`src/rtl/pipe_ctrl_pkg.sv`:
```
// pipe_ctrl shared types: halt FSM encoding and the flush bubble.
// Imported by the pipe_ctrl interface and top.
package pipe_ctrl_pkg;

  typedef enum logic [1:0] {
    CTRL_RUN    = 2'd0,
    CTRL_DRAIN  = 2'd1,
    CTRL_HALTED = 2'd2,
    CTRL_RESUME = 2'd3
  } ctrl_state_e;

  localparam logic [31:0] NOP_INSN = 32'h0000_0013;

endpackage

```
`src/rtl/pipe_ctrl_if.sv`:
```
// pipe_ctrl request/control bundle.
// master drives requests, slave is the control unit.
interface pipe_ctrl_if;
  import pipe_ctrl_pkg::*;

  logic        jump_en_i;
  logic [31:0] jump_addr_i;
  logic        hold_ex_i;
  logic        hold_mem_i;
  logic        halt_req_i;
  logic        resume_req_i;

  logic        jump_en_o;
  logic [31:0] jump_addr_o;
  logic        stall_pc_o;
  logic        stall_if_id_o;
  logic        stall_id_ex_o;
  logic        flush_if_id_o;
  logic        flush_id_ex_o;
  logic        halted_o;

  modport master (
    output jump_en_i, jump_addr_i,
    output hold_ex_i, hold_mem_i,
    output halt_req_i, resume_req_i,
    input  jump_en_o, jump_addr_o,
    input  stall_pc_o, stall_if_id_o,
    input  stall_id_ex_o,
    input  flush_if_id_o, flush_id_ex_o,
    input  halted_o
  );

  modport slave (
    input  jump_en_i, jump_addr_i,
    input  hold_ex_i, hold_mem_i,
    input  halt_req_i, resume_req_i,
    output jump_en_o, jump_addr_o,
    output stall_pc_o, stall_if_id_o,
    output stall_id_ex_o,
    output flush_if_id_o, flush_id_ex_o,
    output halted_o
  );

endinterface

```
`src/rtl/pipe_ctrl.sv`:
```
// pipe_ctrl: redirect/stall/flush arbiter for the IF-ID-EX pipe.
// Halt/resume FSM is built only with PIPE_CTRL_HALT_EN defined.
module pipe_ctrl
  import pipe_ctrl_pkg::*;
#(
  parameter int DRAIN_CYCLES = 2
) (
  input logic        clk,
  input logic        rst_n,
  pipe_ctrl_if.slave bus
);

  logic        hold;
  logic        run_je;
  logic [31:0] run_ja;
  logic        run_stall;
  logic        run_flush;

  assign hold = bus.hold_mem_i | bus.hold_ex_i;

  // RUN priority: holds beat redirects, the jump is re-presented
  always_comb begin
    run_je    = 1'b0;
    run_ja    = '0;
    run_stall = 1'b0;
    run_flush = 1'b0;
    if (hold) begin
      run_stall = 1'b1;
    end else if (bus.jump_en_i) begin
      run_je    = 1'b1;
      run_ja    = bus.jump_addr_i;
      run_flush = 1'b1;
    end
  end

`ifdef PIPE_CTRL_HALT_EN
  localparam logic [3:0] DRAIN_LD = 4'(DRAIN_CYCLES);

  ctrl_state_e state_q, state_d;
  logic [3:0]  cnt_q, cnt_d;
  logic        pend_vld_q, pend_vld_d;
  logic [31:0] pend_addr_q, pend_addr_d;

  logic        je, spc, sif, sie, fif, fie, hlt;
  logic [31:0] ja;

  // halt FSM state, drain counter and replayed redirect
  always_ff @(posedge clk or negedge rst_n) begin
    if (!rst_n) begin
      state_q     <= CTRL_RUN;
      cnt_q       <= '0;
      pend_vld_q  <= 1'b0;
      pend_addr_q <= '0;
    end else begin
      state_q     <= state_d;
      cnt_q       <= cnt_d;
      pend_vld_q  <= pend_vld_d;
      pend_addr_q <= pend_addr_d;
    end
  end

  // next state and per-state pipeline controls
  always_comb begin
    state_d     = state_q;
    cnt_d       = cnt_q;
    pend_vld_d  = pend_vld_q;
    pend_addr_d = pend_addr_q;
    je  = 1'b0;
    ja  = '0;
    spc = 1'b0;
    sif = 1'b0;
    sie = 1'b0;
    fif = 1'b0;
    fie = 1'b0;
    hlt = 1'b0;
    unique case (state_q)
      CTRL_RUN: begin
        je  = run_je;
        ja  = run_ja;
        spc = run_stall;
        sif = run_stall;
        sie = run_stall;
        fif = run_flush;
        fie = run_flush;
        if (bus.halt_req_i) begin
          state_d = CTRL_DRAIN;
          cnt_d   = DRAIN_LD;
        end
      end
      CTRL_DRAIN: begin
        spc = 1'b1;
        fif = 1'b1;
        if (hold) begin
          sie = 1'b1;
        end else begin
          cnt_d = cnt_q - 4'd1;
          if (bus.jump_en_i) begin
            fie         = 1'b1;
            pend_vld_d  = 1'b1;
            pend_addr_d = bus.jump_addr_i;
          end
          if (cnt_q == 4'd1) begin
            state_d = CTRL_HALTED;
          end
        end
      end
      CTRL_HALTED: begin
        hlt = 1'b1;
        spc = 1'b1;
        fif = 1'b1;
        fie = 1'b1;
        if (bus.resume_req_i) begin
          state_d = CTRL_RESUME;
        end
      end
      CTRL_RESUME: begin
        if (pend_vld_q) begin
          je         = 1'b1;
          ja         = pend_addr_q;
          pend_vld_d = 1'b0;
        end
        state_d = CTRL_RUN;
      end
      default: state_d = CTRL_RUN;
    endcase
  end

  assign bus.jump_en_o     = je;
  assign bus.jump_addr_o   = ja;
  assign bus.stall_pc_o    = spc;
  assign bus.stall_if_id_o = sif;
  assign bus.stall_id_ex_o = sie;
  assign bus.flush_if_id_o = fif;
  assign bus.flush_id_ex_o = fie;
  assign bus.halted_o      = hlt;
`else
  logic unused_halt;
  assign unused_halt = &{1'b0, clk, rst_n,
                         bus.halt_req_i,
                         bus.resume_req_i};

  assign bus.jump_en_o     = run_je;
  assign bus.jump_addr_o   = run_ja;
  assign bus.stall_pc_o    = run_stall;
  assign bus.stall_if_id_o = run_stall;
  assign bus.stall_id_ex_o = run_stall;
  assign bus.flush_if_id_o = run_flush;
  assign bus.flush_id_ex_o = run_flush;
  assign bus.halted_o      = 1'b0;
`endif

endmodule
```
`src/flat_wrapper.sv`:
```
// flat-port wrapper written by rule: the top's interface ports become plain ports
module pipe_ctrl_flat import pipe_ctrl_pkg::*;
#(
  parameter int DRAIN_CYCLES = 2
)
  (clk, rst_n, bus_jump_en_i, bus_jump_addr_i, bus_hold_ex_i, bus_hold_mem_i, bus_halt_req_i, bus_resume_req_i, bus_jump_en_o, bus_jump_addr_o, bus_stall_pc_o, bus_stall_if_id_o, bus_stall_id_ex_o, bus_flush_if_id_o, bus_flush_id_ex_o, bus_halted_o);
  pipe_ctrl_if bus_i ();
  input logic clk;
  input logic rst_n;
  input wire logic [$bits(bus_i.jump_en_i)-1:0] bus_jump_en_i;
  input wire logic [$bits(bus_i.jump_addr_i)-1:0] bus_jump_addr_i;
  input wire logic [$bits(bus_i.hold_ex_i)-1:0] bus_hold_ex_i;
  input wire logic [$bits(bus_i.hold_mem_i)-1:0] bus_hold_mem_i;
  input wire logic [$bits(bus_i.halt_req_i)-1:0] bus_halt_req_i;
  input wire logic [$bits(bus_i.resume_req_i)-1:0] bus_resume_req_i;
  output wire logic [$bits(bus_i.jump_en_o)-1:0] bus_jump_en_o;
  output wire logic [$bits(bus_i.jump_addr_o)-1:0] bus_jump_addr_o;
  output wire logic [$bits(bus_i.stall_pc_o)-1:0] bus_stall_pc_o;
  output wire logic [$bits(bus_i.stall_if_id_o)-1:0] bus_stall_if_id_o;
  output wire logic [$bits(bus_i.stall_id_ex_o)-1:0] bus_stall_id_ex_o;
  output wire logic [$bits(bus_i.flush_if_id_o)-1:0] bus_flush_if_id_o;
  output wire logic [$bits(bus_i.flush_id_ex_o)-1:0] bus_flush_id_ex_o;
  output wire logic [$bits(bus_i.halted_o)-1:0] bus_halted_o;
  assign bus_i.jump_en_i = bus_jump_en_i;
  assign bus_i.jump_addr_i = bus_jump_addr_i;
  assign bus_i.hold_ex_i = bus_hold_ex_i;
  assign bus_i.hold_mem_i = bus_hold_mem_i;
  assign bus_i.halt_req_i = bus_halt_req_i;
  assign bus_i.resume_req_i = bus_resume_req_i;
  assign bus_jump_en_o = bus_i.jump_en_o;
  assign bus_jump_addr_o = bus_i.jump_addr_o;
  assign bus_stall_pc_o = bus_i.stall_pc_o;
  assign bus_stall_if_id_o = bus_i.stall_if_id_o;
  assign bus_stall_id_ex_o = bus_i.stall_id_ex_o;
  assign bus_flush_if_id_o = bus_i.flush_if_id_o;
  assign bus_flush_id_ex_o = bus_i.flush_id_ex_o;
  assign bus_halted_o = bus_i.halted_o;
  pipe_ctrl #(.DRAIN_CYCLES(DRAIN_CYCLES)) u_core (.clk(clk), .rst_n(rst_n), .bus(bus_i));
endmodule
```
`config.mk`:
```
export PLATFORM = sky130hd
export DESIGN_NAME = pipe_ctrl_flat
export DESIGN_NICKNAME = d
export VERILOG_FILES = /design/src/rtl/pipe_ctrl_pkg.sv /design/src/rtl/pipe_ctrl_if.sv /design/src/rtl/pipe_ctrl.sv /design/src/flat_wrapper.sv
export SDC_FILE = /design/constraint.sdc
export NUM_CORES = 1
export LEC_CHECK = 0
export CAP_MARGIN = 20
export CORE_MARGIN = 3
export CORE_UTILIZATION = 26
export DETAILED_ROUTE_END_ITERATION = 16
export PLACE_DENSITY = 0.9
export SETUP_SLACK_MARGIN = 0.1
export SLEW_MARGIN = 20
export SYNTH_ARGS = -nofsm -noshare
export SYNTH_HDL_FRONTEND = slang
export SYNTH_SLANG_ARGS = --single-unit
```
`constraint.sdc`:
```
create_clock -name vclk -period 1.7
set_clock_uncertainty 0.05 [all_clocks]
set_input_delay 0.34 -clock vclk [all_inputs]
set_output_delay 0.34 -clock vclk [all_outputs]
set_load 0.01 [all_outputs]
```
==> metrics.txt, run 1 <==
status complete, no violations; Place WS -0.6138 ns; Reg area 0 um^2; Post-Synthesis Cells 49; Overall Global Routing Usage between 10% and 20%; Area Overhead vs Synth 120.6%; Avg WL per Cell about 16 um; Routed WL between 2000 and 2500 um; Final ANT Viol Nets 0; Switch Pwr between 0.00007 and 0.00008 W; PortBufs 73; gp weighted congestion 0.6507; critical path's slowest cell clkdlybuf4s50_1; n_diodes 0; Post-Syn Area between 500 and 600 um^2; final core occ between 60% and 70%; FFs & Latches 0; post-synthesis average cell area between 10 and 15 um^2; # setup viols final 0; Buf/Inv on CP 2; DIE HEIGHT a little over 50 um; synth unique cells 8; Final min period 1.576 ns; power share of the clock group 0%; initial core utilization about 29%; Core Rows 15; drt drc 0; DIE AREA 2553 um^2; Final period util approximately 93%; CP arrival approximately 1.2 ns; crit-path leading delay family buffers and inverters; post-CTS setup buffers 0; Max stage delay on crit path 0.44 ns; Hold WC Path Type input pin to primary output; Post-DP HPWL 1729 um; cell internal pwr around 0.00014 W; fraction of layout cells with a size suffix above 1 about 57%; final hold viol count 0; GRT Residual Overflow 0; f_max roughly 630 MHz; Final Slew Violations 0; MaxCap Viol Count 0; drt pass-1 iters 2; Pwr Density between 150 and 200 nW/um^2; largest net degree at the start of global routing 13; fraction of power spent switching nets 34.20%; CP Cell Sequence clkdlybuf4s50_1 -> and4bb_1 -> clkdlybuf4s15_2; Critical Path RT around 1.3 ns; VDD IR-drop max approximately 0.13 mV; vias in the first global route just under 700; syn nets a little under 90; YS warnings 0; worst setup margin roughly 0.12 ns; clock buffers 0; CP Class input pin to primary output; part of the power in registers 0%; First DRT Iteration DRCs 3; Via Count around 700; post-route setup TNS 0 ns; critical path startpoint category input pin; Critical Path End Type primary output; Post-layout nets 161; core area around 1800 um^2; Crit Path Max Fanout 1; DIE WIDTH just over 50 um; Power Total approximately 0.00022 W; first-pass GRT wire length about 3500 um; most common cell after layout, fill and taps aside buf_2; Seq/Total Area, Yosys 0%; Leak 0.5953 nW; unrepaired setup endpoints after global routing true; most frequent cells in the layout 37 x buf_2, 32 x clkdlybuf4s50_1, 18 x and4bb_1; I/O Pins ~80; logic gate share of total power between 90% and 100%; initial antenna violation count 0; vias per cell 4.703
[per-stage QoR]
step	hold WS [ns]	instance area, um^2	std cells
3_3_place_gp	1.641	1260	142
4_1_cts	1.122	1209	145
3_5_place_dp	1.655	1260	142
5_1_grt	1.121	1137	145
2_1_floorplan	0.7686	515.5	49
6_report	1.098	1137	145
[final cells by class]
type                            instances  area [um^2]
Fill cell                             169        664.4
Multi-Input combinational cell         35        441.7
Tap cell                               25        31.28
Timing Repair Buffer                   85        664.4
[what timing repair did]
action | CTS | global route
hold buffers | 0 | 0
cloned | 3 | 0
endpoints found under the setup margin | 38 | 13
resized for setup | 160 | 13
[kinds of logic after synthesis]
logic type	after synthesis	synth area share (%)
buf+inv	14	16.50
simple gates	34	82.77
other cells	1	0.7275
[final timing paths]
| check | slack, ns | startpoint | endpoint | cells after the start |
|---|---|---|---|---|
| worst min-delay path | 1.10 | bus_hold_mem_i | bus_flush_id_ex_o | 4 |
| worst max-delay path | 0.12 | bus_jump_addr_i[11] | bus_jump_addr_o[11] | 3 |
[cells in the mapped netlist]
cell      count  area [um^2]
buf_2         8        40.04
nor3b_1       1        7.510
conb_1        1        3.750
and4bb_1     18        225.2
buf_4         6        45.04
and4bb_2     13        162.7
nor4bb_4      1        25.02
or2_2         1        6.260
[power by group through the flow]
stage          Sequential [W]  Combinational [W]  Clock (W)
2_1_floorplan               0          0.0000862          0
3_3_place_gp                0           0.000224          0
3_5_place_dp                0           0.000227          0
4_1_cts                     0           0.000224          0
5_1_grt                     0           0.000232          0
6_report                    0           0.000218          0
[per-layer routing]
| metal | vias to the layer above | global-route usage [%] | part of all wire [%] |
|---|---|---|---|
| li1 | 347 | - | - |
| met1 | 302 | 20.57 | 38 |
| met2 | 33 | 34.57 | 55 |
| met3 | 0 | 2.374 | 7.3 |
| met4 | 0 | 0 | 0 |
| met5 | - | 0 | 0 |
Note: power is estimated with default switching activity, not from simulation.
==> run 2: changes to the inputs <==
--- a/config.mk
+++ b/config.mk
@@ -7,9 +7,9 @@
 export LEC_CHECK = 0
 export CAP_MARGIN = 20
 export CORE_MARGIN = 3
-export CORE_UTILIZATION = 26
+export CORE_UTILIZATION = 22
 export DETAILED_ROUTE_END_ITERATION = 16
-export PLACE_DENSITY = 0.9
+export PLACE_DENSITY = 0.81
 export SETUP_SLACK_MARGIN = 0.1
 export SLEW_MARGIN = 20
 export SYNTH_ARGS = -nofsm -noshare
==> constraint.sdc (replaced) <==
create_clock -name vclk -period 1.35
set_clock_uncertainty 0.05 [all_clocks]
set_input_delay 0.27 -clock vclk [all_inputs]
set_output_delay 0.27 -clock vclk [all_outputs]
set_load 0.01 [all_outputs]
==> run 2 against run 1 <==
Count of clock-buffer cells in the layout did not move. Total power rose by 41%. Via count rose by 6.7%. Worst setup slack got worse by 0.037 ns.
==> metrics.txt, run 2 (same netlist as run 1, synthesis figures left out) <==
Hold-fix buffers, CTS 0 (unchanged); placed cell count 142 (unchanged); DIE WIDTH 54.41 um (was 50.53 um); logic gate share of total power 100.0% (about the same); drt pass-1 iters 1 (was 2); core area 2082 um^2 (was 1802 um^2); final hold viol count 0 (unchanged); GRT Residual Overflow 0 (unchanged); cell internal pwr 0.0001983 W (was 0.0001433 W); crit path from bus_hold_mem_i (was bus_jump_addr_i[11]); MaxCap Viol Count 0 (unchanged); Area Overhead vs Synth 153.4% (was 120.6%); worst setup margin 0.08672 ns (was 0.1239 ns); worst hold stages 4 (unchanged); most common cell after layout, fill and taps aside dlygate4sd2_1 (was buf_2); fraction of layout cells with a size suffix above 1 58.20% (was 57.50%); part of the power in registers 0% (about the same); Place WS -0.7368 ns (was -0.6138 ns); Final ANT Viol Nets 0 (unchanged); Leak 0.7109 nW (was 0.5953 nW); initial core utilization 24.76% (was 28.61%); largest net degree at the start of global routing 18 (was 13); I/O Pins 78 (unchanged); post-route setup TNS 0 ns (unchanged); CP Class input pin to primary output (unchanged); gp weighted congestion 0.6857 (was 0.6507); Critical Path RT 1.03 ns (was 1.31 ns); most frequent cells in the layout 32 x dlygate4sd2_1, 24 x buf_6, 22 x buf_2 (was 37 x buf_2, 32 x clkdlybuf4s50_1, 18 x and4bb_1); final core occ 62.74% (was 63.13%); Post-DP HPWL 1742 um (was 1729 um); vias in the first global route 718 (was 681); CP arrival 0.94 ns (was 1.19 ns); Hold WC Path Type input pin to primary output (unchanged); f_max roughly 790 MHz; Avg WL per Cell 17.55 um (was 15.94 um); Final Slew Violations 0 (unchanged); Pwr Density 234.7 nW/um^2 (was 191.5 nW/um^2); unrepaired setup endpoints after global routing true (unchanged); status complete, no violations (unchanged); power share of the clock group 0% (about the same); DIE HEIGHT 54.41 um (was 50.53 um); Overall Global Routing Usage 16.50% (was 17.40%); Routed WL 2615 um (was 2312 um); Crit Path Max Fanout 8 (was 1); FFs & Latches 0 (unchanged); Final min period 1.263 ns; n_diodes 0 (unchanged); # setup viols final 0 (unchanged); VDD IR-drop max 0.1887 mV (was 0.1278 mV); PortBufs 73 (unchanged); vias per cell 4.886 (was 4.703); First DRT Iteration DRCs 0 (was 3); Setup crit end bus_jump_addr_o[25] (was bus_jump_addr_o[11]); Reg area 0 um^2 (unchanged); first-pass GRT wire length 3657 um (was 3512 um); Final period util between 90 and 100%; drt drc 0 (unchanged); Via Count 728 (was 682); Core Rows 16 (was 15); Post-layout nets 163 (was 161); DIE AREA 2960 um^2 (was 2553 um^2); fraction of power spent switching nets 35.31% (was 34.20%); critical path startpoint category input pin (unchanged); hold slack 0.8868 ns (was 1.098 ns); Critical Path End Type primary output (unchanged); Switch Pwr 0.0001082 W (was 0.00007449 W); post-CTS setup buffers 0 (unchanged); initial antenna violation count 0 (unchanged); Cell Count, Final, Fillers Out 149 (was 145); clock buffers 0 (unchanged)
==> run 2: changes by cell type in the layout (fill, tap and decap cells not counted) <==
cell	delta
clkbuf_4	-1
buf_16	+2
clkdlybuf4s15_2	-3
buf_2	-15
clkbuf_16	+2
or2_2	-1
clkdlybuf4s50_1	-32
buf_6	+16
dlygate4sd2_1	+32
or2_4	+1
buf_12	+2
clkbuf_2	-1
==> run 2: area by class of cell <==
type               instances  area [um^2]
repair buffers            87        828.3
fillers                  205        775.7
multi-input cells         35        444.2
well taps                 27        33.78
==> run 2: critical path, stage by stage <==
cell and delay [ns]:
buf_12 0.13, clkbuf_16 0.15, and4bb_2 0.29, buf_6 0.10
==> run 2: layer usage <==
layer	track usage [%]	wire length (um)	vias up
li1	-	-	345
met1	19.71	1017	334
met2	29.68	1276	45
met3	3.815	265	4
met4	3.320	54	0
met5	0	0	-
==> run 2: worst min path at each step <==
stage	start	to	slack, ns
final	bus_hold_ex_i	bus_jump_addr_o[3]	0.89
after global placement	bus_jump_addr_i[3]	bus_jump_addr_o[3]	1.53
after floorplan	bus_jump_addr_i[3]	bus_jump_addr_o[3]	0.63
after global routing	bus_hold_ex_i	bus_jump_addr_o[3]	0.90
after CTS	bus_hold_ex_i	bus_jump_addr_o[3]	0.88
after detailed placement	bus_jump_addr_i[3]	bus_jump_addr_o[3]	1.54
==> run 2: metrics by stage <==
step                power [W]  area (um^2)
global placement    0.0002852         1265
finish              0.0003065         1306
floorplan           0.0001095        520.5
global route        0.0003270         1306
detailed placement  0.0002888         1265
CTS                 0.0002817         1229
==> run 2: power groups by stage <==
| stage | clock, W | sequential [W] | combinational (W) |
|---|---|---|---|
| 5_1_grt | 0 | 0 | 0.000327 |
| 4_1_cts | 0 | 0 | 0.000282 |
| 3_3_place_gp | 0 | 0 | 0.000285 |
| 3_5_place_dp | 0 | 0 | 0.000289 |
| 6_report | 0 | 0 | 0.000307 |
| 2_1_floorplan | 0 | 0 | 0.000109 |
==> run 2: what timing repair did <==
item                                    in CTS  in global routing
endpoints found under the setup margin      38                 30
pin swaps                                   29                 19
cloned                                       4                  3
resized for setup                          228                  7
==> run 3: changes to the inputs <==
--- a/config.mk
+++ b/config.mk
@@ -9,6 +9,7 @@
 export CORE_MARGIN = 3
 export CORE_UTILIZATION = 22
 export DETAILED_ROUTE_END_ITERATION = 16
+export GPL_TIMING_DRIVEN = 0
 export PLACE_DENSITY = 0.81
 export SETUP_SLACK_MARGIN = 0.1
 export SLEW_MARGIN = 20
==> run 3 against run 2 <==
Combinational power is 2% lower. Count of clock-buffer cells in the layout stayed put. Die area stayed put. Global-route usage is 1.5 points lower. Sequential share of layout area stayed put. Total power is 1.9% lower. Non-clock buffer count is 8 higher. Critical endpoint is now bus_jump_addr_o[24].
==> metrics.txt, run 3 (same netlist as run 1, synthesis figures left out) <==
drt drc 0 (unchanged); DIE WIDTH 54.41 um (unchanged); CP Depth 5 (was 4); DIE HEIGHT 54.41 um (unchanged); Core Rows 16 (unchanged); PortBufs 73 (unchanged); hold slack 0.8557 ns (was 0.8868 ns); worst hold stages 4 (unchanged); fraction of layout cells with a size suffix above 1 60.77% (was 58.20%); first-pass GRT wire length 3415 um (was 3657 um); CP Class input pin to primary output (unchanged); Final Slew Violations 0 (unchanged); Via Count 732 (was 728); Hold-fix buffers, CTS 0 (unchanged); critical path startpoint category input pin (unchanged); I/O Pins 78 (unchanged); CP arrival 1.00 ns (was 0.94 ns); # setup viols final 0 (unchanged); initial antenna violation count 0 (unchanged); Routed WL 2250 um (was 2615 um); FFs & Latches 0 (unchanged); Critical Path End Type primary output (unchanged); Hold WC Path Type input pin to primary output (unchanged); vias in the first global route 708 (was 718); unrepaired setup endpoints after global routing true (unchanged); Overall Global Routing Usage 14.98% (was 16.50%); Max stage delay on crit path 0.29 ns (about the same); vias per cell 4.662 (was 4.886); Post-layout nets 171 (was 163); f_max 755.3 MHz (was 791.6 MHz); MaxCap Viol Count 0 (unchanged); final hold viol count 0 (unchanged); critical path's slowest cell and4bb_2 (unchanged); Critical Path Most Common Cell buf_6; core area 2082 um^2 (unchanged); CP Cell Sequence buf_12 -> buf_8 -> buf_6 -> and4bb_2 -> buf_6 (was buf_12 -> clkbuf_16 -> and4bb_2 -> buf_6); Pwr Density 226.1 nW/um^2 (was 234.7 nW/um^2); Crit Path Max Fanout 7 (was 8); n_diodes 0 (unchanged); most common cell after layout, fill and taps aside dlygate4sd2_1 (unchanged); Post-DP HPWL 1707 um (was 1742 um); status complete, no violations (unchanged); VDD IR-drop max 0.1503 mV (was 0.1887 mV); most frequent cells in the layout 32 x dlygate4sd2_1, 31 x buf_6, 23 x buf_2 (was 32 x dlygate4sd2_1, 24 x buf_6, 22 x buf_2); Avg WL per Cell 14.33 um (was 17.55 um); initial core utilization 24.76% (unchanged); DIE AREA 2960 um^2 (unchanged); Final ANT Viol Nets 0 (unchanged); crit-path leading delay family buffers and inverters (unchanged); Reg area 0 um^2 (unchanged); Critical Path RT 1.03 ns (about the same); clock buffers 0 (unchanged); Area Overhead vs Synth 158.0% (was 153.4%); First DRT Iteration DRCs 2 (was 0); Power Total 0.0003007 W (was 0.0003065 W); largest net degree at the start of global routing 11 (was 18); gp weighted congestion 0.6577 (was 0.6857); fillers 195 (was 205); drt pass-1 iters 2 (was 1); Final period util 98.07% (was 93.58%); Final min period 1.324 ns (was 1.263 ns); Buf/Inv on CP 4 (was 3); Leak 0.7300 nW (was 0.7109 nW); GRT Residual Overflow 0 (unchanged)
-- run 3: where the power goes --
part | total [W] | switching [W] | internal (W)
logic | 0.000301 | 0.000101 | 0.000199
registers | 0 | 0 | 0
clock network | 0 | 0 | 0
total | 0.000301 | 0.000101 | 0.000199
-- run 3: worst paths after layout --
path           start                   to  slack (ns)
max   bus_hold_mem_i  bus_jump_addr_o[24]        0.03
min    bus_hold_ex_i   bus_jump_addr_o[3]        0.86
-- run 3: timing repair --
action | CTS | global route
setup buffers | 6 | 0
pin swaps | 33 | 5
gates resized for setup | 248 | 3
gates cloned | 3 | 0
setup endpoints to repair | 38 | 19
hold endpoints to repair | 0 | 0
-- run 3: area by class of cell --
type	count	area [um^2]	share of cell area, %
Timing Repair Buffer	81	701.9	52.77
Tap cell	27	33.78	2.540
Multi-Input combinational cell	35	444.2	33.40
Buffer	14	150.1	11.29
-- run 3: worst min-delay path: cells and delay by family --
family	cells	cell delay (ns)
buffers and inverters	3	0.33
and+or+nand+nor	1	0.04
-- run 3: routing by layer --
metal,vias up,wire [um],GRT usage [%],part of all wire [%]
met5,-,0,0,0
met4,0,19,1.245,0.84
met3,2,254,3.542,11
met2,43,1092,27.69,49
met1,326,883,17.95,39
li1,361,-,-,-
-- run 3: per-stage QoR --
step	setup slack [ns]	util, %	setup TNS [ns]	cells	instance area, um^2
6_report	0.02601	63.88	0	157	1330
5_1_grt	-0.002341	63.88	-0.002341	157	1330
4_1_cts	0.02663	63.70	0	158	1326
3_5_place_dp	-0.9250	61.72	-29.06	149	1285
3_3_place_gp	-0.8770	61.72	-28.45	149	1285
2_1_floorplan	0.1322	-	0	49	520.5
